===== src/rtl/awg_pkg.sv =====
// Shared definitions for the AWG sweep controller: wave codes, FSM encoding,
// default widths and wave-code helpers.
package awg_pkg;

  localparam int FREQ_W_DEF  = 14;
  localparam int DWELL_W_DEF = 24;

  localparam logic [4:0] WAVE_SAW  = 5'd0;
  localparam logic [4:0] WAVE_TRI  = 5'd1;
  localparam logic [4:0] WAVE_SQR  = 5'd2;
  localparam logic [4:0] WAVE_SIN  = 5'd3;
  localparam logic [4:0] WAVE_MUTE = 5'd10;

  typedef enum logic [1:0] {
    ST_IDLE  = 2'd0,
    ST_LOAD  = 2'd1,
    ST_DWELL = 2'd2,
    ST_DONE  = 2'd3
  } sweep_state_e;

  // Codes the generator does not understand are silenced.
  function automatic logic [4:0] wave_sel(input logic [4:0] code, input logic [4:0] mute);
    if (code <= WAVE_SIN) begin
      return code;
    end else begin
      return mute;
    end
  endfunction

  function automatic logic [4:0] wave_next(input logic [4:0] code);
    case (code)
      WAVE_SAW: return WAVE_TRI;
      WAVE_TRI: return WAVE_SQR;
      WAVE_SQR: return WAVE_SIN;
      WAVE_SIN: return WAVE_SAW;
      default:  return code;
    endcase
  endfunction

endpackage


===== src/rtl/awg_dwell_timer.sv =====
// Per-point dwell counter: counts while run is high and flags the last cycle
// of a point; a programmed dwell of zero behaves as one.
module awg_dwell_timer
  import awg_pkg::*;
#(
  parameter int DWELL_W = DWELL_W_DEF
) (
  input  logic               clk,
  input  logic               rst,
  input  logic               run,
  input  logic [DWELL_W-1:0] dwell,
  output logic               expire
);

  localparam logic [DWELL_W-1:0] ONE = DWELL_W'(1);

  logic [DWELL_W-1:0] cnt_q;
  logic [DWELL_W-1:0] cnt_d;
  logic [DWELL_W-1:0] last_s;

  always_comb begin
    if (dwell == '0) begin
      last_s = '0;
    end else begin
      last_s = dwell - ONE;
    end
    expire = run && (cnt_q == last_s);
    if (run && !expire) begin
      cnt_d = cnt_q + ONE;
    end else begin
      cnt_d = '0;
    end
  end

  always_ff @(posedge clk or posedge rst) begin
    if (rst) begin
      cnt_q <= '0;
    end else begin
      cnt_q <= cnt_d;
    end
  end

endmodule


===== src/rtl/awg_sweep_ctrl.sv =====
// Linear frequency sweep sequencer driving the waveform generator controls.
// Optional build macro AWG_SWEEP_AUTOWAVE_EN: rotate the wave and repeat instead of finishing.
module awg_sweep_ctrl
  import awg_pkg::*;
#(
  parameter int         FREQ_W    = FREQ_W_DEF,
  parameter int         DWELL_W   = DWELL_W_DEF,
  parameter logic [4:0] MUTE_CODE = WAVE_MUTE
) (
  input  logic               clk,
  input  logic               rst,
  input  logic               start,
  input  logic               stop,
  input  logic [4:0]         cfg_wave,
  input  logic [FREQ_W-1:0]  cfg_f_start,
  input  logic [FREQ_W-1:0]  cfg_f_stop,
  input  logic [FREQ_W-1:0]  cfg_f_step,
  input  logic [DWELL_W-1:0] cfg_dwell,
  input  logic [7:0]         cfg_amp,
  input  logic [7:0]         cfg_phase,
  output logic [4:0]         state,
  output logic [FREQ_W-1:0]  state_freq,
  output logic [7:0]         state_amp,
  output logic [7:0]         state_phase,
  output logic               busy,
  output logic               done,
  output logic               sweep_tick
);

  sweep_state_e       fsm_q, fsm_d;
  logic [4:0]         wave_q, wave_d, wsh_q, wsh_d;
  logic [FREQ_W-1:0]  freq_q, freq_d, fstart_q, fstart_d, fstop_q, fstop_d, fstep_q, fstep_d;
  logic [DWELL_W-1:0] dwell_q, dwell_d;
  logic [7:0]         amp_q, amp_d, phase_q, phase_d, ash_q, ash_d, psh_q, psh_d;
  logic               busy_q, busy_d, done_q, done_d, tick_q, tick_d;
  logic               capture_s, rotate_s, run_s, expire_s, last_s;
  logic [FREQ_W:0]    sum_s;

  assign run_s = (fsm_q == ST_DWELL);

  awg_dwell_timer #(.DWELL_W(DWELL_W)) u_timer (
    .clk    (clk),
    .rst    (rst),
    .run    (run_s),
    .dwell  (dwell_q),
    .expire (expire_s)
  );

  // The extra sum bit keeps a carry-out from wrapping below f_stop.
  always_comb begin
    sum_s  = {1'b0, freq_q} + {1'b0, fstep_q};
    last_s = (freq_q == fstop_q) || (fstep_q == '0) || (fstart_q > fstop_q);
    fsm_d = fsm_q;     wave_d = wave_q;   freq_d = freq_q;
    amp_d = amp_q;     phase_d = phase_q;
    busy_d = busy_q;   done_d = done_q;   tick_d = 1'b0;
    capture_s = 1'b0;  rotate_s = 1'b0;
    if (stop) begin
      fsm_d = ST_IDLE;  wave_d = MUTE_CODE; freq_d = '0;
      amp_d = 8'd0;     phase_d = 8'd0;
      busy_d = 1'b0;    done_d = 1'b0;
    end else begin
      case (fsm_q)
        ST_IDLE, ST_DONE: begin
          if (start) begin
            capture_s = 1'b1;
            fsm_d  = ST_LOAD;
            busy_d = 1'b1;
            done_d = 1'b0;
          end else begin
            fsm_d = fsm_q;
          end
        end
        ST_LOAD: begin
          wave_d  = wave_sel(wsh_q, MUTE_CODE);
          freq_d  = fstart_q;
          amp_d   = ash_q;
          phase_d = psh_q;
          tick_d  = 1'b1;
          fsm_d   = ST_DWELL;
        end
        ST_DWELL: begin
          if (expire_s) begin
            if (last_s) begin
`ifdef AWG_SWEEP_AUTOWAVE_EN
              rotate_s = 1'b1;
              fsm_d    = ST_LOAD;
`else
              fsm_d  = ST_DONE;
              busy_d = 1'b0;
              done_d = 1'b1;
`endif
            end else if (sum_s > {1'b0, fstop_q}) begin
              freq_d = fstop_q;
              tick_d = 1'b1;
            end else begin
              freq_d = sum_s[FREQ_W-1:0];
              tick_d = 1'b1;
            end
          end else begin
            fsm_d = ST_DWELL;
          end
        end
        default: begin
          fsm_d  = ST_IDLE;  wave_d = MUTE_CODE; freq_d = '0;
          amp_d  = 8'd0;     phase_d = 8'd0;
          busy_d = 1'b0;     done_d = 1'b0;
        end
      endcase
    end
  end

  // Shadow config only changes on an accepted start (or a wave rotation).
  always_comb begin
    wsh_d = wsh_q;  fstart_d = fstart_q;  fstop_d = fstop_q;  fstep_d = fstep_q;
    dwell_d = dwell_q;  ash_d = ash_q;  psh_d = psh_q;
    if (capture_s) begin
      wsh_d = cfg_wave;     fstart_d = cfg_f_start;  fstop_d = cfg_f_stop;
      fstep_d = cfg_f_step; dwell_d = cfg_dwell;     ash_d = cfg_amp;
      psh_d = cfg_phase;
    end else if (rotate_s) begin
      wsh_d = wave_next(wsh_q);
    end else begin
      wsh_d = wsh_q;
    end
  end

  always_ff @(posedge clk or posedge rst) begin
    if (rst) begin
      fsm_q <= ST_IDLE;  wave_q <= MUTE_CODE;  freq_q <= '0;
      amp_q <= 8'd0;     phase_q <= 8'd0;
      busy_q <= 1'b0;    done_q <= 1'b0;       tick_q <= 1'b0;
      wsh_q <= 5'd0;     fstart_q <= '0;       fstop_q <= '0;   fstep_q <= '0;
      dwell_q <= '0;     ash_q <= 8'd0;        psh_q <= 8'd0;
    end else begin
      fsm_q <= fsm_d;    wave_q <= wave_d;     freq_q <= freq_d;
      amp_q <= amp_d;    phase_q <= phase_d;
      busy_q <= busy_d;  done_q <= done_d;     tick_q <= tick_d;
      wsh_q <= wsh_d;    fstart_q <= fstart_d; fstop_q <= fstop_d; fstep_q <= fstep_d;
      dwell_q <= dwell_d; ash_q <= ash_d;      psh_q <= psh_d;
    end
  end

  assign state       = wave_q;
  assign state_freq  = freq_q;
  assign state_amp   = amp_q;
  assign state_phase = phase_q;
  assign busy        = busy_q;
  assign done        = done_q;
  assign sweep_tick  = tick_q;

endmodule


===== config.mk =====
export PLATFORM = sky130hd
export DESIGN_NAME = awg_sweep_ctrl
export DESIGN_NICKNAME = d
export VERILOG_FILES = /design/src/rtl/awg_pkg.sv /design/src/rtl/awg_dwell_timer.sv /design/src/rtl/awg_sweep_ctrl.sv
export SDC_FILE = /design/constraint.sdc
export NUM_CORES = 1
export LEC_CHECK = 0
export CAP_MARGIN = 20
export CORE_UTILIZATION = 40
export CTS_CLUSTER_SIZE = 14
export DETAILED_ROUTE_END_ITERATION = 12
export PLACE_DENSITY_LB_ADDON = 0.1
export SLEW_MARGIN = 10
export SYNTH_ARGS = -nofsm -noshare
export SYNTH_HDL_FRONTEND = slang
export SYNTH_SLANG_ARGS = --single-unit

===== constraint.sdc =====
create_clock -name clk -period 8.4 [get_ports clk]
set_input_delay 2.52 -clock clk [delete_from_list [all_inputs] [get_ports clk]]
set_output_delay 2.52 -clock clk [all_outputs]
set_load 0.02 [all_outputs]

==> flow_summary_export.csv, run 1 <==
group,metric,value,unit
sta,min_period,5.064,ns
floorplan,pin_count,129,
floorplan,die_w,153.6,um
worst_setup_path,critPathMaxStageDelay,0.69,ns
sta,max-slew-margin-rel,36.18,%
yosys,syn_nets,1011,
yosys,synthArstFlopShare,100.0,%
cells_and_area,nFillCells,2136,
yosys,synth_edf_count,0,
power,p_leak,4.764,nW
global_routing,grt_max_degree,103,
yosys,ys_top_cells_by_area,"dfrtp_1 41%, mux2_2 11%, ha_1 6.3%, xnor2_1 3.8%, nor2_1 3.7%",
worst_setup_path,r2r_slack,3.34,ns
floorplan,initial_core_util,40.75,%
yosys,synth_top_area_cell,"dfrtp_1",
cells_and_area,syn2layout_area_growth,23.40,%
sta,whs,0.4722,ns
worst_setup_path,cp.required,8.76,ns
sta,tightest_slew,0.9574,ns
floorplan,die-area,0.02360,mm^2
yosys,synthSimpleGateAreaFrac,16.00,%
cts,cts_hold_repair.buffers,0,
yosys,yosysSeqAreaShare,41.11,%
global_routing,grt.total_usage,21.04,%
worst_setup_path,worstSetupEndpoint,"state_freq[0]$_DFFE_PP0P_",
worst_setup_path,slowest_stage,"nand2_1",
cells_and_area,antennaDiodeCount,0,
cts,clk_latency,0.43,ns
sta,grt_setup_unrepaired,"false",
worst_setup_path,worstRegToRegCells,17,
cts,cts_tree,"yes",
outcome,status,"completed",
worst_setup_path,crit_arrival,5.42,ns
cts,postCtsSetupRepairBufs,0,
routing,vias_per_cell,5.421,
worst_setup_path,startpoint,"state_freq[1]$_DFFE_PP0P_",
cts,cts.sinks,151,
worst_setup_path,reg2reg_from,"state_freq[1]$_DFFE_PP0P_",
yosys,synth_compound_area_share,10.13,%
sta,setup_tns,0,ns
yosys,syn_avg_cell_area,10.54,um^2
cts,cts_buffers,17,
flow_run,drv_cap,0,
routing,drt_iter0_markers,384,
global_routing,grt_pass1_wl,38.90,mm
routing,antenna_left,0,
sta,period_share,60.29,%
routing,post_drt_wl_per_cell,18.32,um
global_routing,antenna_found_initial,0,
floorplan,core_area,0.02257,mm^2
yosys,synthAdderAreaFrac,6.475,%
yosys,ys_ff_latch,151,
cts,cts-root-buf,"clkbuf_16",
routing,vias,6977,
yosys,synth_top_family_by_area,"multiplexers",
cells_and_area,fin_util,50.28,%
routing,dr.pass1.iters,7,
placement,hpwl,17.19,mm
placement,gp_congestion,0.8774,
floorplan,fp-row-count,55,
worst_setup_path,cp-start-kind,"flip-flop",
global_routing,grt_pass1_vias,7140,
routing,drc,0,
yosys,synth_xor_xnor_area_share,6.448,%
yosys,synth_top_area_share,40.54,%
cts,cts_buffer_depth,2,
cts,cts_max_level,4,
placement,portBuffers,128,
global_routing,grt_remaining_overflow,0,
yosys,ys_types,78,
worst_setup_path,criticalPathCategory,"flip-flop to flip-flop",
sta,slew_violations,0,
worst_setup_path,cp_max_fo,15,
yosys,synth_mux_area_share,16.49,%
cts,ctsResizeCount,0,
power,ir_drop,0.1965,mV
sta,hold_viol_final,0,
worst_setup_path,critPathCaptureType,"flip-flop",
sta,setup_viol,0,
cts,cts.clk_slew.worst_paths,0.08,ns
cells_and_area,nets,1127,
yosys,postSynthCellCount,873,
floorplan,die_h,153.6,um
worst_setup_path,crit_chain,"ha_1 > a211oi_1 > o21ai_0 > a31oi_1 > a211oi_1 > a21o_1 > a21oi_1 > xnor2_1 > ha_1 > nand3_1 > nor3_1 > o221ai_1 > a32o_1 > nand2_1 > mux2i_1 > a211oi_1 > mux2_4",
worst_setup_path,crit_top_cell,"a211oi_1",
power,power,0.004460,W
sta,clock.fmax,197.5,MHz
cells_and_area,drive_gt1_share,16.27,%
power,power_density,392.9,mW/mm^2
worst_setup_path,r2r-end,"state_freq[0]$_DFFE_PP0P_",
yosys,synth-main-ff-cell,"dfrtp_1",
hold_path,min_path_type,"flip-flop to flip-flop",
yosys,synth_area,0.009198,mm^2
sta,finClkSkew,0.01795,ns
yosys,ys_warn_count,0,
routing,drt_wl_total,23.58,mm
-- sequential cells by signal, indices dropped and copies added (netlist names) --
name and flops:
psh_q 8, fsm_q 2, fstop_q 14, state_phase 8
state 5, busy 1, dwell_q 24, ash_q 8
fstep_q 14, done 1, sweep_tick 1, fstart_q 14
wsh_q 5, u_timer.cnt_q 24, state_freq 14, state_amp 8
-- where the power goes --
part / total (W) / switching, W / leakage, nW / internal (W)
Sequential: 0.00134 / 0.000334 / 1.89 / 0.00101
Combinational: 0.00232 / 0.00119 / 2.58 / 0.00113
Clock: 0.000801 / 0.000369 / 0.300 / 0.000432
Total: 0.00446 / 0.00189 / 4.76 / 0.00257
-- critical path, delay by kind of cell (launching register included) --
kind            cells  cell delay, ns
xor+xnor            1            0.11
compound gates      9            2.24
simple gates        3            1.14
mux                 2            0.39
fa+ha+maj           2            0.66
flops               1            0.46
-- area by class of cell --
class	count	area (um^2)	area share [%]
Tap cell	285	356.6	3.142
Clock inverter	15	198.9	1.753
Inverter	38	147.6	1.301
Sequential cell	151	3781	33.32
Timing Repair Buffer	133	1319	11.62
Multi-Input combinational cell	648	5121	45.12
Clock buffer	17	425.4	3.748
-- layer usage --
| layer | global-route usage (%) | up-vias | part of all wire [%] |
|---|---|---|---|
| li1 | - | 3436 | - |
| met1 | 30.36 | 3380 | 51 |
| met2 | 31.88 | 142 | 44 |
| met3 | 4.200 | 19 | 4.4 |
| met4 | 5.857 | 0 | 1.2 |
| met5 | 0 | - | 0 |
-- how the worst min path moves through the flow --
stage | depth (start not counted) | from | endpoint
3_5_place_dp | 2 | state[3]$_DFFE_PP1P_ | state[3]$_DFFE_PP1P_
5_1_grt | 2 | state[3]$_DFFE_PP1P_ | state[3]$_DFFE_PP1P_
3_3_place_gp | 2 | state[3]$_DFFE_PP1P_ | state[3]$_DFFE_PP1P_
2_1_floorplan | 2 | wsh_q[0]$_DFFE_PP0P_ | state[0]$_DFFE_PP0P_
6_report | 2 | state[3]$_DFFE_PP1P_ | state[3]$_DFFE_PP1P_
4_1_cts | 2 | state[3]$_DFFE_PP1P_ | state[3]$_DFFE_PP1P_
-- cells in the final DEF (no fill, tap or decap), types with 5 or more instances in the layout --
cell type and n:
nor3_1 30, nor2b_1 9, mux2i_1 33, a21oi_1 20, clkdlybuf4s50_1 128, a31oi_1 8
o21ai_0 22, and3_1 12, and2_1 6, nor4_1 16, xor2_1 20, clkbuf_16 17
clkinv_8 5, a21o_1 6, inv_1 37, nand4_1 12, a211oi_1 18, nand3_1 24
ha_1 46, nor2_1 91, or3_1 11, dfrtp_1 149, mux2_2 92, xnor2_1 40
mux2_4 10, buf_4 5, nand2_1 24, o21a_1 8
-- per-stage QoR --
stage               cells  cell area (um^2)  worst slack [ns]
global route         1287             11350             2.817
finish               1287             11350             3.336
CTS                  1287             11350             3.339
detailed placement   1255             10730             3.017
global placement     1255             10730             3.028
floorplan             873              9198             1.819
-- Yosys cell counts (4+ instances only) --
master,number
nor2b_1,9
inv_1,38
clkbuf_1,23
nor3_1,30
or2_2,4
o21ai_0,22
a21o_1,6
nand3_1,25
mux2_4,10
mux2_2,92
nand4_1,12
a211oi_1,18
buf_1,8
a21oi_1,20
nand2_1,24
xnor2_1,40
and3_1,12
and4_1,4
or3_1,11
a31oi_1,8
mux2i_1,33
and2_1,6
dfrtp_1,149
o21a_1,8
xor2_1,20
ha_1,46
nor2_1,91
or4_1,4
nor4_1,16
o2111ai_1,4
-- kinds of logic (layout without fill, tap and decap cells) --
family          after synthesis  count (layout)
buf+inv                      74             203
fa+ha+maj                    47              47
compound gates              129             129
xor+xnor                     63              63
simple gates                274             274
mux                         135             135
flops                       151             151
(Power assumes the default switching activity.)
==> run 2: changes to the inputs <==
==> constraint.sdc (replaced) <==
create_clock -name clk -period 4.45 [get_ports clk]
set_input_delay 1.335 -clock clk [delete_from_list [all_inputs] [get_ports clk]]
set_output_delay 1.335 -clock clk [all_outputs]
set_load 0.02 [all_outputs]
==> run 2 against run 1 <==
  * Combinational power increased by 100%
  * Largest power group unchanged
  * Core utilization increased by 1.1 points
  * Global-route usage increased by 0.32 points
  * Cell count increased by 1.5%
  * Sequential cell count unchanged
  * Clock skew increased by 0.00099 ns
  * Maximum frequency increased by 21%
  * Critical endpoint is now state_freq[11]$_DFFE_PP0P_
  * Largest cell class unchanged
==> flow_summary_export.csv, run 2 (synthesis results as in run 1) <==
group,metric,value,unit
floorplan,core_area,0.02257,mm^2
sta,max-slew-margin-rel,50.75,%
worst_setup_path,cp-start-kind,"flip-flop",
worst_setup_path,cp_max_fo,9,
cts,cts_tree,"yes",
sta,period_share,94.36,%
cells_and_area,layout_common_cells,"149 x dfrtp_1, 128 x clkdlybuf4s50_1, 92 x mux2_2, 91 x nor2_1, 46 x ha_1",
global_routing,grt_pass1_wl,39.41,mm
floorplan,initial_core_util,40.75,%
sta,tightest_slew,0.7319,ns
routing,antenna_left,0,
global_routing,grt_pass1_vias,7135,
power,ir_drop,0.4516,mV
global_routing,grt_remaining_overflow,0,
routing,vias_per_cell,5.467,
cts,cts_max_level,4,
cts,cts-root-buf,"clkbuf_16",
global_routing,antenna_found_initial,0,
worst_setup_path,slowest_stage,"dfrtp_1",
sta,hold_viol_final,0,
floorplan,die-area,0.02360,mm^2
cts,cts_buffer_depth,2,
hold_path,min_path_type,"flip-flop to flip-flop",
cells_and_area,multi_input_area,0.005144,mm^2
worst_setup_path,reg2reg_from,"state_freq[0]$_DFFE_PP0P_",
cells_and_area,nets,1146,
placement,gp_congestion,0.8703,
routing,drc,0,
cells_and_area,layout.cells.non_filler,1306,
sta,finalWorstSetupSlack,0.2510,ns
routing,dr.pass1.iters,5,
cts,cts_buffers,17,
cells_and_area,nFillCells,2130,
sta,grt_setup_unrepaired,"false",
worst_setup_path,cp.required,4.77,ns
cts,clk_latency,0.44,ns
power,p_leak,4.888,nW
worst_setup_path,startpoint,"state_freq[0]$_DFFE_PP0P_",
cells_and_area,syn2layout_area_growth,26.08,%
cts,cts.clk_slew.worst_paths,0.08,ns
sta,finClkSkew,0.01894,ns
sta,setup_tns,0,ns
sta,min_period,4.199,ns
worst_setup_path,critPathMaxStageDelay,0.38,ns
placement,portBuffers,128,
global_routing,grt_max_degree,40,
cells_and_area,top_regs,"dwell_q: 24 flops, u_timer.cnt_q: 24 flops",
hold_path,holdCritStartpoint,"state[3]$_DFFE_PP1P_",
floorplan,fp-row-count,55,
floorplan,die_w,153.6,um
cells_and_area,antennaDiodeCount,0,
worst_setup_path,critPathCaptureType,"flip-flop",
routing,vias,7140,
sta,clock.fmax,238.2,MHz
routing,drt_wl_total,24.40,mm
placement,dp_slack,0.1413,ns
cells_and_area,drive_gt1_share,18.22,%
flow_run,drv_cap,0,
cts,cts.sinks,151,
global_routing,grt.total_usage,21.36,%
placement,hpwl,18.09,mm
floorplan,die_h,153.6,um
cells_and_area,finalInstanceArea,0.01160,mm^2
sta,setup_viol,0,
routing,post_drt_wl_per_cell,18.68,um
outcome,status,"completed",
worst_setup_path,crit_arrival,4.52,ns
routing,drt_iter0_markers,443,
placement,dp_cells,1273,
power,power_density,747.6,mW/mm^2
floorplan,pin_count,129,
placement,post_dp_cell_area,0.01093,mm^2
worst_setup_path,criticalPathCategory,"flip-flop to flip-flop",
worst_setup_path,crit_chain,"ha_1 > inv_1 > fa_1 > nor2b_1 > o31a_1 > buf_4 > or3_1 > a31oi_2 > xnor2_1 > ha_1 > nand2_1 > nor3_2 > o221ai_1 > a32o_1 > nand2_1 > buf_6 > mux2i_1 > a211oi_1 > mux2_2",
cells_and_area,final-seq-area,0.003781,mm^2
cells_and_area,final_common_cell,"dfrtp_1",
sta,slew_violations,0,
## run 2: timing repair
| action | CTS | global route |
|---|---|---|
| hold endpoints to repair | 0 | 0 |
| buffers inserted | 0 | 1 |
| hold buffers | 0 | 0 |
| gates resized for setup | 0 | 8 |
| setup endpoints to repair | 0 | 13 |
## run 2: worst max-delay path, delay by kind of cell (launching register included)
| family | cells | cell delay [ns] |
|---|---|---|
| AO/OA/AOI/OAI | 5 | 1.07 |
| AND/OR/NAND/NOR | 5 | 0.88 |
| adder cells (fa/ha/maj) | 3 | 0.74 |
| multiplexers | 2 | 0.49 |
| buffers and inverters | 3 | 0.41 |
| flip-flops | 1 | 0.38 |
| XOR/XNOR | 1 | 0.12 |
## run 2: layout make-up
type	count	share of cell area, %
multi-input cells	648	44.36
repair buffers	152	13.31
inverters	38	1.262
well taps	285	3.075
clock buffers	17	3.669
flip-flops and latches	151	32.61
clock inverters	15	1.716
## run 2: where the power goes
group | leakage (nW) | switching, W | internal, W | total [W]
clock | 0.300 | 0.000744 | 0.000772 | 0.00152
sequential | 1.89 | 0.000619 | 0.00190 | 0.00252
combinational | 2.70 | 0.00236 | 0.00228 | 0.00463
## run 2: final timing paths
check | end | slack (ns) | cells past startpoint
worst max-delay path | state_freq[11]$_DFFE_PP0P_ | 0.25 | 19
worst min register to register | state[3]$_DFFE_PP1P_ | 0.48 | 2
max in group asynchronous | u_timer.cnt_q[7]$_DFF_PP0_ | 2.36 | 3
worst max register to register | state_freq[11]$_DFFE_PP0P_ | 0.25 | 19
min in group asynchronous | dwell_q[13]$_DFFE_PP0P_ | 1.37 | 2
worst min-delay path | state[3]$_DFFE_PP1P_ | 0.48 | 2
## run 2: routing by layer
metal / global-route usage [%] / vias up / part of all wire, %
li1: - / 3463 / -
met2: 32.79 / 148 / 44
met5: 0 / - / 0
met1: 30.49 / 3509 / 49
met4: 5.095 / 0 / 1.1
met3: 4.707 / 20 / 5.3
## run 2: stage by stage
step	hold WS [ns]	utilization [%]	power, W
global route	0.5079	51.37	0.009308
global placement	0.4605	48.44	0.007043
CTS	0.4801	51.21	0.008648
detailed placement	0.4619	48.44	0.007067
floorplan	0.4631	-	0.005660
finish	0.4754	51.37	0.008669
